==> config.mk <==
export PLATFORM = sky130hd
export DESIGN_NAME = regfile_mp
export DESIGN_NICKNAME = d
export VERILOG_FILES = /design/src/rtl/regfile_mp.sv
export SDC_FILE = /design/constraint.sdc
export NUM_CORES = 2
export LEC_CHECK = 0
export CORE_MARGIN = 5
export CORE_UTILIZATION = 25
export CTS_CLUSTER_DIAMETER = 40
export DETAILED_ROUTE_END_ITERATION = 10
export PLACE_DENSITY_LB_ADDON = 0.25
export SETUP_SLACK_MARGIN = 0.5
export SYNTH_ARGS = -nofsm -noshare
export SYNTH_HDL_FRONTEND = slang
export SYNTH_HIERARCHICAL = 1
export SYNTH_SLANG_ARGS = --single-unit
==> constraint.sdc <==
create_clock -name clk -period 1.9 [get_ports clk]
set_input_delay 0.19 -clock clk [delete_from_list [all_inputs] [get_ports clk]]
set_output_delay 0.19 -clock clk [all_outputs]
set_load 0.005 [all_outputs]
==> src/rtl/regfile_mp.sv <==
// regfile_mp: multi-read-port GPR file with a per-register busy scoreboard and a PC.
//   clk, rst_n                    : clock, async active-low reset
//   rd_en/rd_addr                 : NUM_RD read requests, packed indices
//   rd_data/rd_valid/rd_busy      : registered read results (1-cycle latency)
//   wr_en/wr_addr/wr_data         : single GPR write port (also clears busy)
//   bsy_set/bsy_addr              : mark a destination register pending
//   pc_wen/pc_wdata/pc            : program counter
// x0 is hardwired to zero and is never reported busy.

module regfile_mp_rdport #(
  parameter int ADDR_WIDTH = 5,
  parameter int DATA_WIDTH = 32,
  parameter int BYPASS     = 1
) (
  input  logic                  clk,
  input  logic                  rst_n,
  input  logic                  en,
  input  logic [ADDR_WIDTH-1:0] addr,
  input  logic [DATA_WIDTH-1:0] old_data,
  input  logic                  old_busy,
  input  logic                  wr_en,
  input  logic [ADDR_WIDTH-1:0] wr_addr,
  input  logic [DATA_WIDTH-1:0] wr_data,
  input  logic                  bsy_set,
  input  logic [ADDR_WIDTH-1:0] bsy_addr,
  output logic [DATA_WIDTH-1:0] data,
  output logic                  valid,
  output logic                  busy
);
  logic                  zero_idx, hit_wr, hit_set;
  logic [DATA_WIDTH-1:0] nxt_data;
  logic                  nxt_busy;

  assign zero_idx = (addr == '0);
  // Forward only when enabled; a collision without bypass returns the old value.
  assign hit_wr   = (BYPASS != 0) && wr_en && (wr_addr == addr) && !zero_idx;
  assign hit_set  = bsy_set && (bsy_addr == addr);

  always_comb begin
    nxt_data = old_data;
    nxt_busy = old_busy;
    if (zero_idx) begin
      nxt_data = '0;
      nxt_busy = 1'b0;
    end else if (hit_wr) begin
      // The write retires the old producer; only a same-edge set keeps it pending.
      nxt_data = wr_data;
      nxt_busy = hit_set;
    end
  end

  always_ff @(posedge clk or negedge rst_n) begin
    if (!rst_n) begin
      data  <= '0;
      valid <= 1'b0;
      busy  <= 1'b0;
    end else begin
      valid <= en;
      if (en) begin
        data <= nxt_data;
        busy <= nxt_busy;
      end
    end
  end
endmodule

module regfile_mp #(
  parameter int                    ADDR_WIDTH = 5,
  parameter int                    DATA_WIDTH = 32,
  parameter int                    NUM_RD     = 2,
  parameter int                    BYPASS     = 1,
  parameter logic [DATA_WIDTH-1:0] PC_RESET   = 32'h8000_0000
) (
  input  logic                         clk,
  input  logic                         rst_n,
  input  logic [NUM_RD-1:0]            rd_en,
  input  logic [NUM_RD*ADDR_WIDTH-1:0] rd_addr,
  output logic [NUM_RD*DATA_WIDTH-1:0] rd_data,
  output logic [NUM_RD-1:0]            rd_valid,
  output logic [NUM_RD-1:0]            rd_busy,
  input  logic                         wr_en,
  input  logic [ADDR_WIDTH-1:0]        wr_addr,
  input  logic [DATA_WIDTH-1:0]        wr_data,
  input  logic                         bsy_set,
  input  logic [ADDR_WIDTH-1:0]        bsy_addr,
  input  logic                         pc_wen,
  input  logic [DATA_WIDTH-1:0]        pc_wdata,
  output logic [DATA_WIDTH-1:0]        pc
);
  localparam int NREG = 1 << ADDR_WIDTH;

  logic [NREG-1:0][DATA_WIDTH-1:0] gpr;
  logic [NREG-1:0]                 busy_q;
  logic [DATA_WIDTH-1:0]           pc_q;

  // Index 0 is never written, so gpr[0] stays at its reset value of zero.
  always_ff @(posedge clk or negedge rst_n) begin
    if (!rst_n) gpr <= '0;
    else if (wr_en && wr_addr != '0) gpr[wr_addr] <= wr_data;
  end

  // Set is issued after clear so a same-index set wins (newer producer).
  always_ff @(posedge clk or negedge rst_n) begin
    if (!rst_n) busy_q <= '0;
    else begin
      if (wr_en) busy_q[wr_addr] <= 1'b0;
      if (bsy_set && bsy_addr != '0) busy_q[bsy_addr] <= 1'b1;
    end
  end

  always_ff @(posedge clk or negedge rst_n) begin
    if (!rst_n)      pc_q <= PC_RESET;
    else if (pc_wen) pc_q <= pc_wdata;
  end
  assign pc = pc_q;

  for (genvar i = 0; i < NUM_RD; i++) begin : g_rd
    logic [ADDR_WIDTH-1:0] a;
    assign a = rd_addr[i*ADDR_WIDTH +: ADDR_WIDTH];
    regfile_mp_rdport #(
      .ADDR_WIDTH(ADDR_WIDTH), .DATA_WIDTH(DATA_WIDTH), .BYPASS(BYPASS)
    ) u_rd (
      .clk     (clk),
      .rst_n   (rst_n),
      .en      (rd_en[i]),
      .addr    (a),
      .old_data(gpr[a]),
      .old_busy(busy_q[a]),
      .wr_en   (wr_en),
      .wr_addr (wr_addr),
      .wr_data (wr_data),
      .bsy_set (bsy_set),
      .bsy_addr(bsy_addr),
      .data    (rd_data[i*DATA_WIDTH +: DATA_WIDTH]),
      .valid   (rd_valid[i]),
      .busy    (rd_busy[i])
    );
  end
endmodule

==> qor.yml <==
outcome:
  outcome: "finished clean"
synthesis:
  ys_ff_latch: 1156
  ys_seq_area_share_pct: 46.27
  async_flop_share_pct: 100.0
  synth_edf_count: 0
  synth_nets: 5351
  synth.top_cells.by_area: "dfrtp_1 (46%), mux2_2 (18%), mux2i_1 (17%), a22oi_1 (2.4%), a22o_1 (2.1%)"
  synth_ff_type: "dfrtp_1"
  netlist_area_mm2: 0.06252
  syn_inst: 5260
  syn_avg_cell_area_um2: 11.89
  ys.warnings.count: 6
  synth_top_area_cell: "dfrtp_1"
  synth.distinct_cells: 46
  synth_top_area_share_pct: 46.23
clocking:
  cts-htree-levels: 4
  cts_max_path_buffers: 3
  cts-root-buf: "clkbuf_16"
  clk_latency_ns: 0.91
  clk_pin_slew_ns: 0.05
  cts-buffers-inserted: 228
  cts_tree: "built"
  cts_num_sinks: 1156
global_route:
  grt_pass1_vias: 50160
  grt_pass1_wl_mm: 373.6
  track_usage_pct: 19.53
  grt_max_degree: 79
  antenna_found_initial: 3
  overflow: 0
floorplan:
  dieHeight_um: 510.1
  coreArea_mm2: 0.2489
  ios: 191
  num_rows: 183
  dieArea_mm2: 0.2602
  initial_utilization_pct: 25.12
  dieWidth_um: 510.1
worst_setup_path:
  slowest_stage: "dfrtp_2"
  reg2reg_depth: 9
  cp-end-kind: "output pin"
  required_ns: 1.71
  crit_chain: "buf_6"
  critPathKind: "reg2out"
  worstPathArrival_ns: 1.62
  cp_max_fo: 2
  slowest_delay_ns: 0.52
  ff2ff_setup_slack_ns: 0.29
  path_buf_inv: 1
  cp_top_family: "flip-flops"
  start_kind: "flop"
  timing.rr.start: "gpr[136]"
  worstReg2RegEnd: "g_rd[0].u_rd/data[8]"
routing:
  antenna_left: 0
  wl_per_cell_um: 27.40
  drc: 0
  first_pass_iters: 7
  num_vias: 47900
  drt-total-wl_mm: 259.9
  drtIter0Drc: 3285
  vias_per_cell: 5.051
layout:
  finalNetCount: 6044
  design_area_mm2: 0.08563
  nFillCells: 24540
  post_route_cells_drive_above_1_share_pct: 41.95
  area_growth_pct: 36.95
  fin_cells: 9484
timing:
  maxSlewHeadroom_pct: 28.35
  holdWs_ns: 0.06184
  post-route-period-util_pct: 95.08
  fmax_ghz: 0.5535
  slew_viol_final: 0
  finClkSkew_ns: 0.1352
  setup_tns_ns: 0
  layout_min_cycle_time_ns: 1.807
  worst-slew-pin-transition_ns: 1.075
  rsz0062_at_grt: "true"
  setup_viol: 0
  hold_viol_final: 0
power_and_ir_drop:
  comb_power_share_pct: 17.9
  ir_drop_mv: 1.001
  power.internal_mw: 66.67
  p_leak_nw: 39.16
  clkPwrFrac_pct: 46.8
  seqPwrFrac_pct: 35.4
  p_switching_mw: 26.62
  p_sw_share_pct: 28.54
  p_per_area_mw_per_mm2: 1090
placed_design:
  dpl.hpwl_mm: 170.2
  placed_cell_area_mm2: 0.07477
  portBuffers: 190
  gp_congestion: 0.8563
  dp.cells: 8921
worst_hold_path:
  worstHoldPathType: "in2async"
flow_run:
  drv_cap: 0
[cell families after synthesis]
| logic type | synth area share, % |
|---|---|
| multiplexers | 35.32 |
| AND/OR/NAND/NOR | 5.285 |
| buffers and inverters | 4.314 |
| flip-flops | 46.27 |
| XOR/XNOR | 0.2801 |
| AO/OA/AOI/OAI | 8.537 |
[worst max path at each step]
stage          depth (start not counted)               from                     to  slack, ns
4_1_cts                                1  g_rd[1].u_rd/busy             rd_busy[1]       0.03
2_1_floorplan                          6         rd_addr[1]   g_rd[0].u_rd/data[0]       0.43
5_1_grt                                1  g_rd[1].u_rd/busy             rd_busy[1]       0.05
3_5_place_dp                          11         rd_addr[5]  g_rd[1].u_rd/data[16]      -0.85
3_3_place_gp                          11         rd_addr[5]  g_rd[1].u_rd/data[16]      -0.84
6_report                               1  g_rd[1].u_rd/busy             rd_busy[1]       0.09
[state kept, by name, summed over array words and instances, names as in the netlist]
signal and flops:
gpr 1024, g_rd.u_rd/data 64, g_rd.u_rd/busy 2, pc 32, g_rd.u_rd/valid 2, busy_q 32
[metrics by stage]
stage	setup slack [ns]	total power, mW	util [%]
5_1_grt	0.05344	97.20	34.40
3_3_place_gp	-0.8422	48.80	30.04
4_1_cts	0.02957	93.88	34.19
6_report	0.09340	93.29	34.40
2_1_floorplan	0.4255	42.27	-
3_5_place_dp	-0.8477	49.16	30.04
[power groups by stage]
stage | registers (mW) | clock network (mW) | logic (mW)
4_1_cts | 32.9 | 44.5 | 16.5
5_1_grt | 33.6 | 45.7 | 17.9
2_1_floorplan | 32.0 | 0 | 10.3
3_3_place_gp | 33.0 | 0 | 15.8
6_report | 33.0 | 43.6 | 16.7
3_5_place_dp | 33.2 | 0 | 15.9
[placed cells by master, fill, tap and decap left out, drive strengths merged, types with 37 or more instances in the layout]
| master | synthesis | final |
|---|---|---|
| nand2 | 283 | 283 |
| clkinvlp | 0 | 37 |
| nand4 | 66 | 66 |
| clkinv | 0 | 57 |
| inv | 67 | 82 |
| clkdlybuf4s50 | 0 | 77 |
| clkbuf | 267 | 286 |
| mux2 | 1024 | 1024 |
| buf | 272 | 868 |
| nor3 | 68 | 68 |
| a22o | 147 | 147 |
| a31oi | 66 | 66 |
| o221ai | 66 | 66 |
| dlygate4sd3 | 0 | 37 |
| a22oi | 198 | 198 |
| mux2i | 1054 | 1054 |
| a21oi | 198 | 198 |
| dfrtp | 1155 | 1155 |
| nand3 | 202 | 202 |
[cell type report]
| cell class | count | area, um^2 | share of cell area [%] |
|---|---|---|---|
| flip-flops and latches | 1156 | 28970 | 33.83 |
| inverters | 67 | 251.5 | 0.2937 |
| diodes | 2 | 5.005 | 0.005845 |
| clock buffers | 284 | 6297 | 7.354 |
| clock inverters | 145 | 2163 | 2.526 |
| repair buffers | 1002 | 11700 | 13.66 |
| well taps | 3330 | 4167 | 4.866 |
| multi-input cells | 3498 | 32080 | 37.46 |
[what timing repair did]
action                                  in CTS  in global routing
gates resized for setup                    630                 79
setup buffers                               63                 16
pin swaps                                   83                119
endpoints found under the setup margin     193                380
hold buffers                                37                  2
gates cloned                                13                  1
hold endpoints to repair                  1203                  2
[synth_stat cells (23+ instances only)]
master,count
a31oi_1,66
a21oi_1,198
nand3_1,202
buf_1,50
buf_2,185
dfrtp_1,1155
nor3_1,68
a22o_1,147
buf_4,23
mux2i_1,1054
mux2_2,1001
a22oi_1,198
inv_1,67
nand4_1,66
o221ai_2,62
nand2_1,283
clkbuf_1,267
mux2_1,23
o21ai_0,30
[per-layer routing]
layer / vias up / wire length, um / GRT usage [%]
li1: 20920 / - / -
met1: 25200 / 112000 / 25.33
met2: 1349 / 126500 / 33.25
met3: 437 / 12010 / 2.905
met4: 0 / 9368 / 6.608
met5: - / 0 / 0
No activity file was read; power rests on OpenSTA's default activity.
